### config.mk
export PLATFORM = sky130hd
export DESIGN_NAME = uart_tx_sched
export DESIGN_NICKNAME = d
export VERILOG_FILES = /design/src/rtl/uart_tx_sched.sv
export SDC_FILE = /design/constraint.sdc
export NUM_CORES = 1
export LEC_CHECK = 0
export CAP_MARGIN = 25
export CORE_ASPECT_RATIO = 1.25
export CORE_MARGIN = 10
export CORE_UTILIZATION = 38
export CTS_CLUSTER_SIZE = 24
export DETAILED_ROUTE_END_ITERATION = 10
export PLACE_DENSITY = 0.76
export RECOVER_POWER = 50
export SYNTH_ARGS = -nofsm -noshare
export SYNTH_HDL_FRONTEND = slang
export SYNTH_SLANG_ARGS = --single-unit
### constraint.sdc
create_clock -name clk -period 1.5 [get_ports clk]
set_input_delay 0.15 -clock clk [delete_from_list [all_inputs] [get_ports clk]]
set_output_delay 0.15 -clock clk [all_outputs]
set_load 0.05 [all_outputs]
### src/rtl/uart_tx_sched.sv
// Round-robin scheduler sharing one uart_tx serialiser between NUM_REQ byte requesters,
// plus the free-running 16x baud tick. Define UART_TX_SCHED_PRIO_EN for requester-0 strict priority.
module uart_tx_sched #(
  parameter int unsigned NUM_REQ = 4,
  parameter int unsigned CLK_HZ  = 50_000_000,
  parameter int unsigned BAUD    = 115_200
) (
  input  logic                       clk,
  input  logic                       rst,
  input  logic [NUM_REQ-1:0]         i_req_valid,
  input  logic [NUM_REQ*8-1:0]       i_req_data,
  output logic [NUM_REQ-1:0]         o_req_ready,
  output logic                       o_tx_start,
  output logic [7:0]                 o_tx_data,
  output logic                       o_baud_pulse,
  input  logic                       i_uart_tx_done,
  output logic                       o_busy,
  output logic [$clog2(NUM_REQ)-1:0] o_grant_id
);

  localparam int unsigned DIV = CLK_HZ / (BAUD * 16);
  localparam int unsigned CW  = (DIV > 1) ? $clog2(DIV) : 1;
  localparam int unsigned IW  = $clog2(NUM_REQ);
  localparam logic [CW-1:0] BaudMax = CW'(DIV - 1);

  generate
    if (DIV < 1) begin : g_div_chk
      $error("uart_tx_sched: CLK_HZ too low for BAUD, DIV < 1");
    end
    if (NUM_REQ < 2) begin : g_req_chk
      $error("uart_tx_sched: NUM_REQ must be >= 2");
    end
  endgenerate

  typedef enum logic [1:0] {StIdle, StIssue, StWait} state_t;

  state_t          r_state, w_state_nxt;
  logic [CW-1:0]   r_baud_cnt;
  logic            r_baud_pulse;
  logic [NUM_REQ-1:0] r_req_ready, w_req_ready_nxt;
  logic            r_tx_start, w_tx_start_nxt;
  logic [7:0]      r_tx_data, w_tx_data_nxt;
  logic            r_busy, w_busy_nxt;
  logic [IW-1:0]   r_grant_id, w_grant_id_nxt;
  logic [IW-1:0]   r_rr_ptr, w_rr_ptr_nxt;
  logic            w_found;
  logic [IW-1:0]   w_win;
  logic [IW-1:0]   w_idx;

  always_ff @(posedge clk) begin
    if (rst) begin
      r_baud_cnt   <= '0;
      r_baud_pulse <= 1'b0;
    end else begin
      r_baud_pulse <= (r_baud_cnt == BaudMax);
      r_baud_cnt   <= (r_baud_cnt == BaudMax) ? '0 : r_baud_cnt + 1'b1;
    end
  end

  // First valid requester found scanning upward from the one after the last grant.
  always_comb begin
    w_found = 1'b0;
    w_win   = '0;
    w_idx   = '0;
    for (int unsigned k = 1; k <= NUM_REQ; k++) begin
      w_idx = IW'((32'(r_rr_ptr) + k) % NUM_REQ);
      if (!w_found && i_req_valid[w_idx]) begin
        w_found = 1'b1;
        w_win   = w_idx;
      end
    end
`ifdef UART_TX_SCHED_PRIO_EN
    if (i_req_valid[0]) begin
      w_found = 1'b1;
      w_win   = '0;
    end
`endif
  end

  always_comb begin
    w_state_nxt     = r_state;
    w_req_ready_nxt = '0;
    w_tx_start_nxt  = 1'b0;
    w_tx_data_nxt   = r_tx_data;
    w_busy_nxt      = r_busy;
    w_grant_id_nxt  = r_grant_id;
    w_rr_ptr_nxt    = r_rr_ptr;
    case (r_state)
      StIdle: begin
        if (w_found) begin
          w_req_ready_nxt[w_win] = 1'b1;
          w_tx_data_nxt          = i_req_data[8*w_win +: 8];
          w_grant_id_nxt         = w_win;
          w_busy_nxt             = 1'b1;
          w_state_nxt            = StIssue;
`ifdef UART_TX_SCHED_PRIO_EN
          // Requester-0 grants leave the rotation of 1..N-1 untouched.
          if (!i_req_valid[0]) begin
            w_rr_ptr_nxt = w_win;
          end
`else
          w_rr_ptr_nxt = w_win;
`endif
        end
      end
      StIssue: begin
        w_tx_start_nxt = 1'b1;
        w_state_nxt    = StWait;
      end
      StWait: begin
        if (i_uart_tx_done) begin
          w_busy_nxt  = 1'b0;
          w_state_nxt = StIdle;
        end
      end
      default: w_state_nxt = StIdle;
    endcase
  end

  always_ff @(posedge clk) begin
    if (rst) begin
      r_state     <= StIdle;
      r_req_ready <= '0;
      r_tx_start  <= 1'b0;
      r_tx_data   <= 8'h00;
      r_busy      <= 1'b0;
      r_grant_id  <= '0;
      r_rr_ptr    <= IW'(NUM_REQ - 1);
    end else begin
      r_state     <= w_state_nxt;
      r_req_ready <= w_req_ready_nxt;
      r_tx_start  <= w_tx_start_nxt;
      r_tx_data   <= w_tx_data_nxt;
      r_busy      <= w_busy_nxt;
      r_grant_id  <= w_grant_id_nxt;
      r_rr_ptr    <= w_rr_ptr_nxt;
    end
  end

  assign o_req_ready  = r_req_ready;
  assign o_tx_start   = r_tx_start;
  assign o_tx_data    = r_tx_data;
  assign o_baud_pulse = r_baud_pulse;
  assign o_busy       = r_busy;
  assign o_grant_id   = r_grant_id;

endmodule

==> impl_metrics.env <==
export IMPL_core_area_mm2=0.00328
export IMPL_status="complete, no violations"
export IMPL_crit_family="compound AO/OA/AOI/OAI gates"
export IMPL_cts_htree_levels=1
export IMPL_worst_ep_required_time_ns=1.68
export IMPL_hold_slack_ns=0.468
export IMPL_crit_arrival_ns=1.67
export IMPL_initial_core_util_pct=40.0
export IMPL_peakVddDrop_mv=0.695
export IMPL_max_slew_worst_pin_slew_ns=0.647
export IMPL_ys_types=35
export IMPL_crit_path_end_kind="register"
export IMPL_diodes=0
export IMPL_synth_nets=179
export IMPL_drt_iter0_drc=83
export IMPL_port_buffers=55
export IMPL_route_met3_wl_um=368
export IMPL_clkLatencyLatePin_ns=0.27
export IMPL_min_period_ns=1.49
export IMPL_top_layer="met4"
export IMPL_syn_area_per_cell_um2=9.51
export IMPL_grtUsageTotal_pct=13.1
export IMPL_num_io_pins=56
export IMPL_die_area_mm2=0.00622
export IMPL_dp_hpwl_um=3220
export IMPL_setup_violations=0
export IMPL_cp_max_fo=8
export IMPL_yosys_warnings=0
export IMPL_detailroute_wirelength_met2_um=2210
export IMPL_finalWeightedCongestion=0.774
export IMPL_synth_seq_cells=26
export IMPL_syn_area_mm2=0.00131
export IMPL_startpoint_type="register"
export IMPL_synth_edf_count=0
export IMPL_clock_sinks=26
export IMPL_cts_buffers=3
export IMPL_drt_wl_total_um=4510
export IMPL_cp_slowest_cell="a311o_1"
export IMPL_tritoncts="built"
export IMPL_cts_root_buffer="clkbuf_8"
export IMPL_tns_ns=0
export IMPL_fin_skew_ns=0.00420
export IMPL_dr_pass1_iters=4
export IMPL_slew_headroom_pct=57.1
export IMPL_cts_hold_buffers=0
export IMPL_rsz0062_at_grt="yes"
export IMPL_grt_max_degree=21
export IMPL_finalHoldViolCount=0
export IMPL_final_period_utilization_pct=99.4
export IMPL_clock_path_buffers=2
export IMPL_wire_per_inst_um=18.6
export IMPL_antenna_found_initial=0
export IMPL_grt_pass1_vias=1313
export IMPL_grt_overflow_total=0
export IMPL_async_flop_share_pct=0
export IMPL_seq_area_frac_synth_pct=39.7
export IMPL_die_x_um=72.6
export IMPL_slowest_delay_ns=0.40
export IMPL_drc_errors=0
export IMPL_synthFlopType="dfxtp_1"
export IMPL_crit_type="register to register"
export IMPL_hp_class="register to register"
export IMPL_fmax_mhz=671
export IMPL_vias=1307
export IMPL_rows=23
export IMPL_slew_viol_final=0
export IMPL_synthCells=138
export IMPL_num_fill_cells=282
export IMPL_p_leak_uw=0.000842
export IMPL_grt_pass1_wl_um=6730
export IMPL_clkTransAtPathRegs_ns=0.09
export IMPL_cap_violations=0
export IMPL_die_h_um=85.7
export IMPL_wl_met1_um=1870
export IMPL_viasPerCell=5.40
export IMPL_worstPathCellList="nand2b_4 > a311o_1 > nand2_4 > a211oi_4 > a211oi_2"
export IMPL_syn_to_final_growth_pct=60.1
export IMPL_antenna_left=0
export IMPL_drive_gt1_share_pct=26.8
export IMPL_nets=247
export IMPL_crit_buf_inv=0
export IMPL_p_per_area_mw_per_mm2=1070
per-stage QoR:
step | total power (uW) | instances | setup slack (ns) | util (%) | area [um^2]
after floorplan | 1410 | 138 | -0.0114 | - | 1330
after global placement | 1680 | 235 | -0.333 | 58.2 | 1910
after detailed placement | 1710 | 235 | -0.426 | 58.2 | 1910
after CTS | 2220 | 242 | 0.0109 | 61.9 | 2030
after global routing | 2350 | 242 | -0.0224 | 64.0 | 2100
final | 2240 | 242 | 0.00866 | 64.0 | 2100
cell families (layout without fill, tap and decap cells):
group / count (synthesis) / after routing / synth area share (%)
AO/OA/AOI/OAI: 44 / 44 / 27.5
AND/OR/NAND/NOR: 38 / 39 / 15.7
flip-flops: 26 / 26 / 39.7
buffers and inverters: 17 / 83 / 7.15
multiplexers: 8 / 8 / 6.10
XOR/XNOR: 3 / 3 / 2.00
adder cells (fa/ha/maj): 2 / 2 / 1.91
synth_stat cells, types with 2 or more instances:
library cell | count | area [um^2]
a211oi_2 | 8 | 100
buf_4 | 2 | 15.0
a211oi_1 | 8 | 60.1
a21oi_1 | 3 | 15.0
nor4_1 | 3 | 18.8
inv_1 | 10 | 37.5
nand3_1 | 3 | 15.0
o21bai_1 | 9 | 67.6
nor2_1 | 15 | 56.3
mux2i_1 | 8 | 80.1
and3_1 | 2 | 12.5
clkbuf_1 | 2 | 7.51
ha_1 | 2 | 25.0
buf_6 | 3 | 33.8
dfxtp_1 | 26 | 521
nand2b_1 | 7 | 43.8
xor2_1 | 2 | 17.5
a31oi_1 | 8 | 50.1
sequential cells by signal, summed over array words and instances, names as in the netlist:
name          count
o_baud_pulse      1
o_busy            1
o_grant_id        2
o_req_ready       4
o_tx_data         8
o_tx_start        1
r_baud_cnt        5
r_rr_ptr          2
r_state           2
worst paths after layout:
path / cells past startpoint / endpoint / startpoint / slack, ns
worst min-delay path: 1 / r_baud_cnt[0] / r_baud_cnt[0] / 0.47
worst max-delay path: 5 / o_tx_data[6] / r_rr_ptr[0] / 0.009
worst max register to register: 5 / o_tx_data[6] / r_rr_ptr[0] / 0.009
worst min register to register: 1 / r_baud_cnt[0] / r_baud_cnt[0] / 0.47
layer usage:
metal | vias to the layer above | GRT usage, %
met3 | 7 | 3.92
met5 | - | 0
met4 | 0 | 3.98
met1 | 615 | 15.2
met2 | 52 | 22.4
li1 | 633 | -
power by group:
| part | switching (uW) | total, uW | leakage, uW | internal, uW |
|---|---|---|---|---|
| Combinational | 583 | 959 | 0.000599 | 375 |
| Sequential | 59.6 | 834 | 0.000214 | 774 |
| Clock | 218 | 453 | 0.0000288 | 235 |
what timing repair did:
action	in CTS	in global routing
pin swaps	5	10
resized for setup	9	22
cloned	1	0
setup buffers	2	0
endpoints found under the setup margin	14	12
cell usage in the layout, fill, tap and decap left out, types with 3 or more instances in the layout:
| master | synthesis | final |
|---|---|---|
| a211oi_2 | 8 | 12 |
| mux2i_1 | 8 | 8 |
| inv_1 | 10 | 10 |
| dlygate4sd2_1 | 0 | 3 |
| nand2b_1 | 7 | 5 |
| nor2_1 | 15 | 15 |
| a31oi_2 | 0 | 6 |
| a21oi_1 | 3 | 3 |
| dfxtp_1 | 26 | 24 |
| clkbuf_8 | 0 | 4 |
| clkbuf_1 | 2 | 15 |
| clkdlybuf4s50_1 | 0 | 34 |
| buf_4 | 2 | 14 |
| o21bai_1 | 9 | 9 |
final cells by class:
class / instances / area (um^2) / share of cell area [%]
repair buffers: 69 / 572 / 27.2
flip-flops and latches: 26 / 523 / 24.9
multi-input cells: 96 / 867 / 41.3
well taps: 37 / 46.3 / 2.20
inverters: 10 / 37.5 / 1.79
clock buffers: 4 / 55.1 / 2.62
(Power assumes the default switching activity.)
